File: config.mk
export PLATFORM = sky130hd
export DESIGN_NAME = fir_output_stage
export DESIGN_NICKNAME = d
export VERILOG_FILES = /design/src/rtl/fir_output_stage.sv
export SDC_FILE = /design/constraint.sdc
export NUM_CORES = 1
export LEC_CHECK = 0
export CORE_UTILIZATION = 63
export CTS_CLUSTER_DIAMETER = 200
export CTS_CLUSTER_SIZE = 12
export DETAILED_ROUTE_END_ITERATION = 10
export PLACE_DENSITY = 0.84
export SYNTH_ARGS = -nofsm -noshare
export SYNTH_HDL_FRONTEND = slang
export SYNTH_SLANG_ARGS = --single-unit
File: constraint.sdc
create_clock -name clk -period 9 [get_ports clk]
set_input_delay 2.7 -clock clk [delete_from_list [all_inputs] [get_ports clk]]
set_output_delay 2.7 -clock clk [all_outputs]
set_load 0.005 [all_outputs]
File: src/rtl/fir_output_stage.sv
// FIR output stage: saturates the accumulator sum to OUT_BITS, buffers it in a
// DEPTH-entry FIFO with ready/valid output; FIR_OUT_STATS_EN adds event counters.
`timescale 1ns/1ps
module fir_output_stage #(
   parameter int IN_BITS  = 41,
   parameter int OUT_BITS = 16,
   parameter int DEPTH    = 8
) (
   input  logic                         clk,
   input  logic                         rst,
   input  logic                         in_valid,
   input  logic signed [IN_BITS-1:0]    in_data,
   output logic                         out_valid,
   input  logic                         out_ready,
   output logic [OUT_BITS-1:0]          out_data,
   output logic [$clog2(DEPTH):0]       level,
   output logic                         overflow,
   output logic                         sat_flag,
`ifdef FIR_OUT_STATS_EN
   output logic [15:0]                  sat_count,
   output logic [15:0]                  drop_count,
`endif
   input  logic                         clear_flags
);

   localparam int PW = $clog2(DEPTH);
   localparam int LW = PW + 1;
   localparam logic [LW-1:0] FULL_LVL = LW'(DEPTH);
   localparam logic signed [IN_BITS-1:0] SAT_MAX = {{(IN_BITS-OUT_BITS+1){1'b0}}, {(OUT_BITS-1){1'b1}}};
   localparam logic signed [IN_BITS-1:0] SAT_MIN = {{(IN_BITS-OUT_BITS+1){1'b1}}, {(OUT_BITS-1){1'b0}}};
   localparam logic [OUT_BITS-1:0] WORD_MAX = {1'b0, {(OUT_BITS-1){1'b1}}};
   localparam logic [OUT_BITS-1:0] WORD_MIN = {1'b1, {(OUT_BITS-1){1'b0}}};

   // Returns {clipped, saturated word}; plain truncation when the sample fits.
   function automatic logic [OUT_BITS:0] saturate(input logic signed [IN_BITS-1:0] x);
      logic [OUT_BITS:0] r;
      if (x > SAT_MAX) begin
         r = {1'b1, WORD_MAX};
      end else if (x < SAT_MIN) begin
         r = {1'b1, WORD_MIN};
      end else begin
         r = {1'b0, x[OUT_BITS-1:0]};
      end
      return r;
   endfunction

   logic [OUT_BITS-1:0] mem_r [DEPTH];
   logic [PW-1:0]       wr_ptr_r;
   logic [PW-1:0]       rd_ptr_r;
   logic [LW-1:0]       level_r;
   logic                out_valid_r;
   logic                overflow_r;
   logic                sat_flag_r;

   logic [OUT_BITS-1:0] sat_word_s;
   logic                clip_s;
   logic                pop_s;
   logic                push_s;
   logic                drop_s;
   logic                sat_evt_s;
   logic [LW-1:0]       level_next_s;

   // Handshake decode and occupancy update; a pop frees a slot even at full.
   always_comb begin
      {clip_s, sat_word_s} = saturate(in_data);
      pop_s     = out_valid_r && out_ready;
      push_s    = in_valid && ((level_r != FULL_LVL) || pop_s);
      drop_s    = in_valid && !push_s;
      sat_evt_s = in_valid && clip_s;
      case ({push_s, pop_s})
         2'b10:   level_next_s = level_r + LW'(1);
         2'b01:   level_next_s = level_r - LW'(1);
         default: level_next_s = level_r;
      endcase
   end

   // FIFO storage; cleared on reset so the head word reads 0 after reset.
   always_ff @(posedge clk or posedge rst) begin
      if (rst) begin
         for (int i = 0; i < DEPTH; i++) mem_r[i] <= {OUT_BITS{1'b0}};
      end else if (push_s) begin
         mem_r[wr_ptr_r] <= sat_word_s;
      end
   end

   // Pointers, occupancy and the registered valid.
   always_ff @(posedge clk or posedge rst) begin
      if (rst) begin
         wr_ptr_r    <= {PW{1'b0}};
         rd_ptr_r    <= {PW{1'b0}};
         level_r     <= {LW{1'b0}};
         out_valid_r <= 1'b0;
      end else begin
         if (push_s) wr_ptr_r <= wr_ptr_r + PW'(1);
         if (pop_s)  rd_ptr_r <= rd_ptr_r + PW'(1);
         level_r     <= level_next_s;
         out_valid_r <= (level_next_s != {LW{1'b0}});
      end
   end

   // Sticky flags: a set event in the clear cycle wins.
   always_ff @(posedge clk or posedge rst) begin
      if (rst) begin
         overflow_r <= 1'b0;
         sat_flag_r <= 1'b0;
      end else begin
         if (drop_s)           overflow_r <= 1'b1;
         else if (clear_flags) overflow_r <= 1'b0;
         if (sat_evt_s)        sat_flag_r <= 1'b1;
         else if (clear_flags) sat_flag_r <= 1'b0;
      end
   end

`ifdef FIR_OUT_STATS_EN
   logic [15:0] sat_count_r;
   logic [15:0] drop_count_r;

   // Saturating event counters; an event in the clear cycle leaves 1.
   always_ff @(posedge clk or posedge rst) begin
      if (rst) begin
         sat_count_r  <= 16'h0000;
         drop_count_r <= 16'h0000;
      end else if (clear_flags) begin
         sat_count_r  <= {15'h0000, sat_evt_s};
         drop_count_r <= {15'h0000, drop_s};
      end else begin
         if (sat_evt_s && (sat_count_r != 16'hFFFF)) sat_count_r  <= sat_count_r + 16'h0001;
         if (drop_s && (drop_count_r != 16'hFFFF))   drop_count_r <= drop_count_r + 16'h0001;
      end
   end

   assign sat_count  = sat_count_r;
   assign drop_count = drop_count_r;
`endif

   assign out_valid = out_valid_r;
   assign out_data  = mem_r[rd_ptr_r];
   assign level     = level_r;
   assign overflow  = overflow_r;
   assign sat_flag  = sat_flag_r;

endmodule

==> metrics.cfg, run 1 <==
[timing]
maxSlewViolCount = 0
rsz0062_at_grt = false
min_period_over_period_pct = 65.5
finalClockSkew_ns = 0.00899
finalSetupTns_ns = 0
fmaxAchievable_mhz = 170
worst_slew_pin_slew_ns = 1.17
period_minus_slack_ns = 5.90
setup_viol = 0
slew_headroom_pct = 21.9
holdWs_ns = 0.482
hold_viol_final = 0

[setup_path]
crit_fanout = 31
crit_path_start_kind = input pin
cp_num_buf_inv = 1
crit_slowest_cell = and2_2
critPathKind = in -> reg
arrival_ns = 6.19
worstRegToRegCells = 10
timing.rr.end = out_valid
r2r_start = level[1]
cp_slowest_stage_delay_ns = 0.75
r2r_slack_ns = 5.28
required_ns = 9.29
cp_common_cell = ha_1
worstPathCellList = clkdlybuf4s50_1, and2_2, o21ai_1, ha_1, xor2_1, ha_1, a21oi_1, mux2i_1, xnor2_1, or4b_2
cp-end-kind = flip-flop
critical_path.top_delay_family = simple AND/OR/NAND/NOR gates

[logic_synthesis]
yosysSeqAreaShare_pct = 42.7
synth_most_common_cell = dfrtp_1
synthTopCellsByCount = 141 x dfrtp_1, 125 x nor2_1, 120 x o22ai_1
syn-cell-area_sq_um = 8260
synth.distinct_cells = 51
yosysWarnings = 0
synth_area_leaders = dfrtp_1 43%, o22ai_1 9.1%, mux4_2 8.7%
avgSynthCellArea_sq_um = 10.8
yosys.area.top_type = dfrtp_1
netlist_instances = 768
async_flop_share_pct = 100
synth-seq-cells = 141
syn_nets = 819
synth-edff-count = 0
netlist.area_leader.share_pct = 42.7
synth_flop_cell = dfrtp_1

[global_route]
grt-ovfl-total = 0
antenna_found_initial = 0
track_usage_pct = 38.0
grt_max_degree = 121
first_global_vias = 7325
grt_first_pass_wirelength_microns = 37900

[floorplan]
start_util_pct = 64.9
die_x_microns = 116
die_area_sq_um = 13600
ios = 69
die_h_microns = 116
core_area_sq_um = 12700
placement_rows = 41

[pwr]
p_leak_nw = 3.44
ir_drop_mv = 0.273
power_per_cell_area_nw_per_um2 = 389
total_power_w = 0.00362

[clock_tree]
postCtsSetupBuffers = 0
cts_sinks = 141
root_buffer = clkbuf_16
cts.htree.levels = 4
clk_pin_slew_ns = 0.06
numCtsBuffers = 17
cts_hold_buf = 0
clock_latency_ns = 0.43
cts_resized = 0
cts_buffer_depth = 2
tritoncts = built

[final_layout]
syn2layout_area_growth_pct = 12.9
fin_nets = 815
n_fill_cell = 878
drive_above_1_share_pct = 19.9
antenna_cells = 0
seq_area_sq_um = 3530
multiInputGateArea_sq_um = 4190

[hold_path]
whs_endpoint = mem_r[47]
hold_class = reg -> reg
hold_start = mem_r[47]
hold_path_depth = 2

[routing]
vias = 7048
firstDrtPassIters = 5
drc = 0
via_per_inst = 7.43
final_antenna_net_count = 0
wirelength_microns = 24100
drt_iter0_drc = 1003
wl_per_cell_microns = 25.4

[outcome]
status = finished, final reports clean

[placed_design]
io_buffer_count = 68
finalWeightedCongestion = 0.795
place_hpwl_microns = 14000

[job]
max-cap-violations = 0

[worst max-delay path by stage]
stage	start	to	slack [ns]	depth (start not counted)
after detailed placement	out_ready	out_valid	2.65	10
after global routing	out_ready	out_valid	2.88	10
final	out_ready	out_valid	3.10	10
after global placement	out_ready	out_valid	2.82	10
after floorplan	rst	level[0]	2.52	1
after CTS	out_ready	out_valid	3.10	10
[power breakdown]
group          switching [W]  internal [W]
Sequential          0.000276      0.000963
Combinational       0.000719      0.000892
Clock               0.000276      0.000496
Total                0.00127       0.00235
[layer usage]
metal / vias up / global-route usage, % / part of all wire [%]
met2: 514 / 60.9 / 48
met3: 113 / 8.87 / 9.5
met5: - / 0 / 0
met1: 3461 / 47.4 / 37
li1: 2960 / - / -
met4: 0 / 22.2 / 5.0
[flip-flops by register name, indices dropped and copies added, names as in the netlist]
| name | flops |
|---|---|
| wr_ptr_r | 3 |
| sat_flag | 1 |
| rd_ptr_r | 3 |
| out_valid | 1 |
| level | 4 |
| mem_r | 128 |
| overflow | 1 |
[cells by family after synthesis]
group | after synthesis | share of synthesized area (%)
DFF | 141 | 42.7
muxes | 52 | 11.4
xor gates and xnor gates | 7 | 0.743
AOI/OAI and AO/OA | 281 | 27.4
and+or+nand+nor | 182 | 10.2
buffers and inverters | 100 | 6.67
adders and majority gates | 5 | 0.758
[worst min-delay path, delay by kind of cell (launching register included)]
family	cells	cell delay, ns
and+or+nand+nor	2	0.11
DFF	1	0.34
[cell type report]
| class | instances | share of cell area, % |
|---|---|---|
| Clock inverter | 12 | 2.07 |
| Inverter | 5 | 0.255 |
| Timing Repair Buffer | 72 | 7.76 |
| Sequential cell | 141 | 37.9 |
| Multi-Input combinational cell | 527 | 44.9 |
| Clock buffer | 20 | 4.79 |
| Tap cell | 172 | 2.31 |
[placed cells by master (no fill, tap or decap), types with 8 or more instances in the layout]
cell type / count
mux2_2: 19
a21oi_2: 8
o22ai_1: 120
clkdlybuf4s50_1: 68
o21ai_4: 8
nor2_1: 125
dfrtp_1: 139
nand4_1: 9
clkbuf_16: 17
a211oi_1: 87
a211oi_2: 33
o21a_1: 8
nand2_1: 18
mux4_2: 32
[through the flow]
step / instance area, sq um / utilization (%) / setup WS, ns / std cells
after global routing: 9320 / 73.2 / 2.88 / 949
after global placement: 8680 / 68.2 / 2.82 / 917
after detailed placement: 8680 / 68.2 / 2.65 / 917
after floorplan: 8260 / - / 2.52 / 768
after CTS: 9320 / 73.2 / 3.10 / 949
final: 9320 / 73.2 / 3.10 / 949
Power figures use the tool's default switching activity.
==> run 2: changes to the inputs <==
- CORE_UTILIZATION: 63 -> 59
- PLACE_DENSITY: 0.84 -> 0.79
- clock period: 9 -> 5.62 ns (I/O delays scaled with it)
==> run 2 against run 1 <==
Final cell count is 1.1% higher. Sequential cell count stayed put. Sequential share of layout area is 0.30 points lower. Worst setup slack worse by 2.1 ns. Worst hold slack worse by 0.0085 ns. Count of clock-buffer cells in the layout is 1 higher.
==> metrics.cfg, run 2 (synthesized netlist as in run 1, its figures left out) <==
[routing]
wirelength_microns = 24200  ; +0.30%
drt_iter0_drc = 866  ; -14%
via_per_inst = 7.27  ; -2.1%
vias = 6971  ; -1.1%
wl_per_cell_microns = 25.2  ; -0.74%
final_antenna_net_count = 0  ; unchanged
firstDrtPassIters = 5  ; unchanged
drc = 0  ; unchanged

[timing]
finalSetupTns_ns = 0  ; unchanged
rsz0062_at_grt = false
fmaxAchievable_mhz = 214
setup_viol = 0  ; unchanged
period_minus_slack_ns = 4.66
min_period_over_period_pct = 83.0
hold_viol_final = 0  ; unchanged
finalClockSkew_ns = 0.00462  ; -0.00437 ns
slew_headroom_pct = 14.4  ; -7.5 points
maxSlewViolCount = 0  ; unchanged
worst_slew_pin_slew_ns = 1.28  ; +0.113 ns
holdWs_ns = 0.473  ; -0.00848 ns
fin_ws_ns = 0.956  ; -2.15 ns

[placed_design]
pre_cts_slack_ns = 0.905  ; -1.75 ns
finalWeightedCongestion = 0.823  ; +3.5%
dpl.cell_count = 927  ; +1.1%
place_hpwl_microns = 14200  ; +1.3%
io_buffer_count = 68  ; unchanged
placed_area_sq_um = 8730  ; +0.58%

[clock_tree]
clk_pin_slew_ns = 0.06  ; about the same
cts_buffer_depth = 2  ; unchanged
root_buffer = clkbuf_16
cts_hold_buf = 0  ; unchanged
clock_latency_ns = 0.43  ; about the same
numCtsBuffers = 17  ; unchanged
tritoncts = built
cts.htree.levels = 4  ; unchanged
postCtsSetupBuffers = 0  ; unchanged
cts_sinks = 141  ; unchanged
cts_resized = 0  ; unchanged

[pwr]
p_leak_nw = 3.48  ; +1.2%
power_per_cell_area_nw_per_um2 = 622  ; +60%
ir_drop_mv = 0.426  ; +56%

[final_layout]
syn2layout_area_growth_pct = 13.8
regMostFlops = mem_r
drive_above_1_share_pct = 20.4  ; +0.49 points
final-instance-count-excl-fill = 959  ; +1.1%
fin_nets = 821  ; +0.74%
n_fill_cell = 988  ; +13%
fin_area_sq_um = 9390  ; +0.81%
final_common_cell = dfrtp_1
antenna_cells = 0  ; unchanged
final_cell_mix = 139 x dfrtp_1, 125 x nor2_1, 120 x o22ai_1, 87 x a211oi_1, 68 x clkdlybuf4s50_1
largest_reg_flops = 128  ; unchanged

[floorplan]
core_area_sq_um = 13500  ; +5.7%
die_h_microns = 120  ; +3.3%
start_util_pct = 61.4  ; -3.5 points
placement_rows = 42  ; +2.4%
die_area_sq_um = 14500  ; +6.7%
ios = 69  ; unchanged
die_x_microns = 120  ; +3.3%

[setup_path]
cp-end-kind = output pin
timing.rr.end = out_valid
critPathKind = reg -> out
arrival_ns = 2.98  ; -3.21 ns
crit_path_start_kind = flip-flop
r2r_start = level[1]
required_ns = 3.93  ; -5.36 ns
worstRegToRegCells = 10  ; unchanged
crit_fanout = 20  ; -35%
r2r_slack_ns = 1.97  ; -3.31 ns

[global_route]
antenna_found_initial = 0  ; unchanged
first_global_vias = 7089  ; -3.2%
grt-ovfl-total = 0  ; unchanged
track_usage_pct = 35.5  ; -2.5 points
grt_first_pass_wirelength_microns = 38400  ; +1.5%
grt_max_degree = 121  ; unchanged

[hold_path]
hold_class = reg -> reg
hold_path_depth = 2  ; unchanged
whs_endpoint = mem_r[111]
hold_start = mem_r[111]

[outcome]
status = finished, final reports clean

[job]
max-cap-violations = 0  ; unchanged

==> run 2: worst max-delay path, cell delays in order, from the launching register on <==
cell             delay [ns]
dfrtp_2                0.87
buf_4                  0.34
mux4_2                 0.57
mux2_2                 0.29
clkdlybuf4s50_1        0.44
==> run 2: layer usage <==
metal / vias up / track usage [%] / part of all wire, %
met5: - / 0 / 0
met4: 0 / 21.2 / 5.5
met3: 97 / 9.10 / 9.7
met2: 487 / 55.9 / 48
met1: 3425 / 44.4 / 37
li1: 2962 / - / -
==> run 2: how the worst max path moves through the flow <==
stage                 from     endpoint  slack [ns]  depth (start not counted)
4_1_cts        rd_ptr_r[0]  out_data[1]        0.96                          4
3_3_place_gp     out_ready    out_valid        1.06                         10
6_report       rd_ptr_r[0]  out_data[1]        0.96                          4
3_5_place_dp     out_ready    out_valid        0.91                         10
2_1_floorplan          rst     level[0]        0.15                          1
5_1_grt        rd_ptr_r[0]  out_data[6]        0.85                          4
==> run 2: layout make-up <==
class                           count  area [sq um]  share of cell area, %
Multi-Input combinational cell    527          4190                   44.6
Sequential cell                   141          3530                   37.6
Timing Repair Buffer               78           768                   8.18
Clock buffer                       21           450                   4.79
Tap cell                          176           220                   2.34
Clock inverter                     11           214                   2.28
Inverter                            5          23.8                  0.253
==> run 2: report_power, final <==
group / total [W] / leakage [nW] / internal, W / switching, W
sequential: 0.00199 / 1.64 / 0.00154 / 0.000452
clock: 0.00128 / 0.317 / 0.000842 / 0.000438
combinational: 0.00257 / 1.52 / 0.00144 / 0.00113
==> run 2: through the flow <==
step,power [W],utilization [%]
floorplan,0.00365,-
global placement,0.00436,64.9
detailed placement,0.00452,64.9
CTS,0.00580,69.8
global route,0.00612,69.8
finish,0.00584,69.8
==> run 3: changes to the inputs <==
- clock period: 5.62 -> 4.9 ns (I/O delays scaled with it)
==> run 3 against run 2 <==
Combinational power up 19%. Final cell count is 3.1% higher. Register-to-register slack got worse by 0.75 ns. Non-clock buffer count grew 30. Design area rose by 3.4%. Core utilization is 2.4 points higher. Sequential share of layout area down 1.3 points. Critical path type unchanged.
==> metrics.cfg, run 3 (synthesized netlist as in run 1, its figures left out) <==
[outcome]
status = finished, final reports clean

[clock_tree]
cts.htree.levels = 4  ; unchanged
clock_latency_ns = 0.43  ; about the same
root_buffer = clkbuf_16
postCtsSetupBuffers = 0  ; unchanged
cts_buffer_depth = 2  ; unchanged
cts_sinks = 141  ; unchanged
clk_pin_slew_ns = 0.06  ; about the same
numCtsBuffers = 17  ; unchanged
tritoncts = built
cts_resized = 0  ; unchanged
cts_hold_buf = 0  ; unchanged

[final_layout]
final_cell_mix = 140 x dfrtp_1, 125 x nor2_1, 120 x o22ai_1, 87 x a211oi_1, 68 x clkdlybuf4s50_1
fin_area_sq_um = 9710  ; +3.4%
fin_nets = 851  ; +3.7%
n_fill_cell = 963  ; -2.5%
syn2layout_area_growth_pct = 17.7
antenna_cells = 0  ; unchanged
largest_reg_flops = 128  ; unchanged
drive_above_1_share_pct = 23.4  ; +2.9 points
regMostFlops = mem_r
final_common_cell = dfrtp_1

[global_route]
grt_first_pass_wirelength_microns = 38600  ; +0.27%
antenna_found_initial = 0  ; unchanged
first_global_vias = 7235  ; +2.1%
grt-ovfl-total = 0  ; unchanged
track_usage_pct = 35.4  ; -0.15 points
grt_max_degree = 42  ; -65%

[timing]
worst_slew_pin_slew_ns = 0.920  ; -0.365 ns
maxSlewViolCount = 0  ; unchanged
finalClockSkew_ns = 0.00633  ; +0.00171 ns
min_period_over_period_pct = 83.9
period_minus_slack_ns = 4.11
hold_viol_final = 0  ; unchanged
slew_headroom_pct = 38.3  ; +24 points
rsz0062_at_grt = false
setup_viol = 0  ; unchanged
finalSetupTns_ns = 0  ; unchanged
fmaxAchievable_mhz = 243

[floorplan]
core_area_sq_um = 13500  ; unchanged
ios = 69  ; unchanged
start_util_pct = 61.4  ; unchanged
die_x_microns = 120  ; unchanged
placement_rows = 42  ; unchanged
die_area_sq_um = 14500  ; unchanged
die_h_microns = 120  ; unchanged

[pwr]
p_leak_nw = 3.66  ; +5.1%
switchingPower_w = 0.00233  ; +15%
clockPowerShare_pct = 22.3  ; +0.4 points
combPwrFrac_pct = 44.9  ; +0.9 points
power_per_cell_area_nw_per_um2 = 700  ; +13%
swShare_pct = 34.3  ; -0.31 points
sequentialPowerShare_pct = 32.8  ; -1.3 points
ir_drop_mv = 0.400  ; -6.0%
p_int_w = 0.00447  ; +17%

[setup_path]
worstPathCellList = buf_12, mux4_2, mux2_2, clkdlybuf4s50_1
crit_path_start_kind = flip-flop
crit_slowest_cell = mux4_2
crit_fanout = 27  ; +35%
required_ns = 3.43  ; -0.50 ns
cp_slowest_stage_delay_ns = 0.62  ; -0.25 ns
cp-end-kind = output pin
arrival_ns = 2.64  ; -0.34 ns
critPathKind = reg -> out

[routing]
wl_per_cell_microns = 24.7  ; -2.1%
final_antenna_net_count = 0  ; unchanged
drc = 0  ; unchanged
via_per_inst = 7.22  ; -0.65%
wirelength_microns = 24400  ; +0.97%
firstDrtPassIters = 5  ; unchanged
vias = 7142  ; +2.5%
drt_iter0_drc = 952  ; +9.9%

[hold_path]
hold_class = reg -> reg

[placed_design]
finalWeightedCongestion = 0.836  ; +1.5%
placed_area_sq_um = 9030  ; +3.4%
io_buffer_count = 68  ; unchanged
place_hpwl_microns = 14800  ; +4.4%

[job]
max-cap-violations = 0  ; unchanged

==> run 3: changes by cell type in the layout (fill, tap and decap cells not counted), sizes merged <==
cell / change
buf: +30
bufinv: +1
clkbuf: -1
clkinvlp: +1
inv: -1
==> run 3: metal layers <==
metal / routed length [microns] / track usage [%] / vias to the layer above
met2: 11900 / 56.7 / 488
li1: - / - / 3027
met4: 1120 / 20.4 / 0
met5: 0 / 0 / -
met3: 2290 / 8.92 / 101
met1: 9120 / 43.6 / 3526
==> run 3: power groups by stage <==
stage | Sequential [W] | Clock (W) | Combinational, W
2_1_floorplan | 0.00200 | 0 | 0.00218
3_3_place_gp | 0.00216 | 0 | 0.00288
3_5_place_dp | 0.00221 | 0 | 0.00300
4_1_cts | 0.00221 | 0.00152 | 0.00303
5_1_grt | 0.00229 | 0.00157 | 0.00325
6_report | 0.00223 | 0.00152 | 0.00306
==> run 3: final cells by class <==
cell class | instances | area, sq um | share of cell area, %
clock buffer | 20 | 447 | 4.60
clock inverter | 12 | 240 | 2.47
timing repair buffer | 108 | 1070 | 11.0
tap | 176 | 220 | 2.27
sequential | 141 | 3530 | 36.3
multi-input combinational | 527 | 4190 | 43.1
inverter | 5 | 22.5 | 0.232
==> run 3: final timing paths <==
kind                                   from     endpoint  cells after the start  slack (ns)
worst max-delay path            rd_ptr_r[0]  out_data[9]                      4        0.79
worst min-delay path             mem_r[127]   mem_r[127]                      2        0.48
worst max register to register     level[1]    out_valid                     10        1.22
worst min register to register   mem_r[127]   mem_r[127]                      2        0.48
max in group asynchronous               rst  rd_ptr_r[0]                      3        2.50
min in group asynchronous               rst     mem_r[2]                      2        1.57
==> run 3: per-stage QoR <==
step | total power, W | instances | hold WS, ns | utilization (%) | setup slack (ns)
floorplan | 0.00419 | 768 | 0.441 | - | 0.911
global placement | 0.00504 | 957 | 0.457 | 67.1 | 0.673
detailed placement | 0.00520 | 957 | 0.463 | 67.1 | 0.485
CTS | 0.00676 | 989 | 0.478 | 72.2 | 0.771
global route | 0.00711 | 989 | 0.497 | 72.2 | 0.708
finish | 0.00680 | 989 | 0.475 | 72.2 | 0.789
==> run 3: worst max-delay path: cells and delay by family (launching register included) <==
| kind | cells | cell delay [ns] |
|---|---|---|
| flops | 1 | 0.53 |
| mux | 2 | 0.91 |
| buf+inv | 2 | 0.74 |
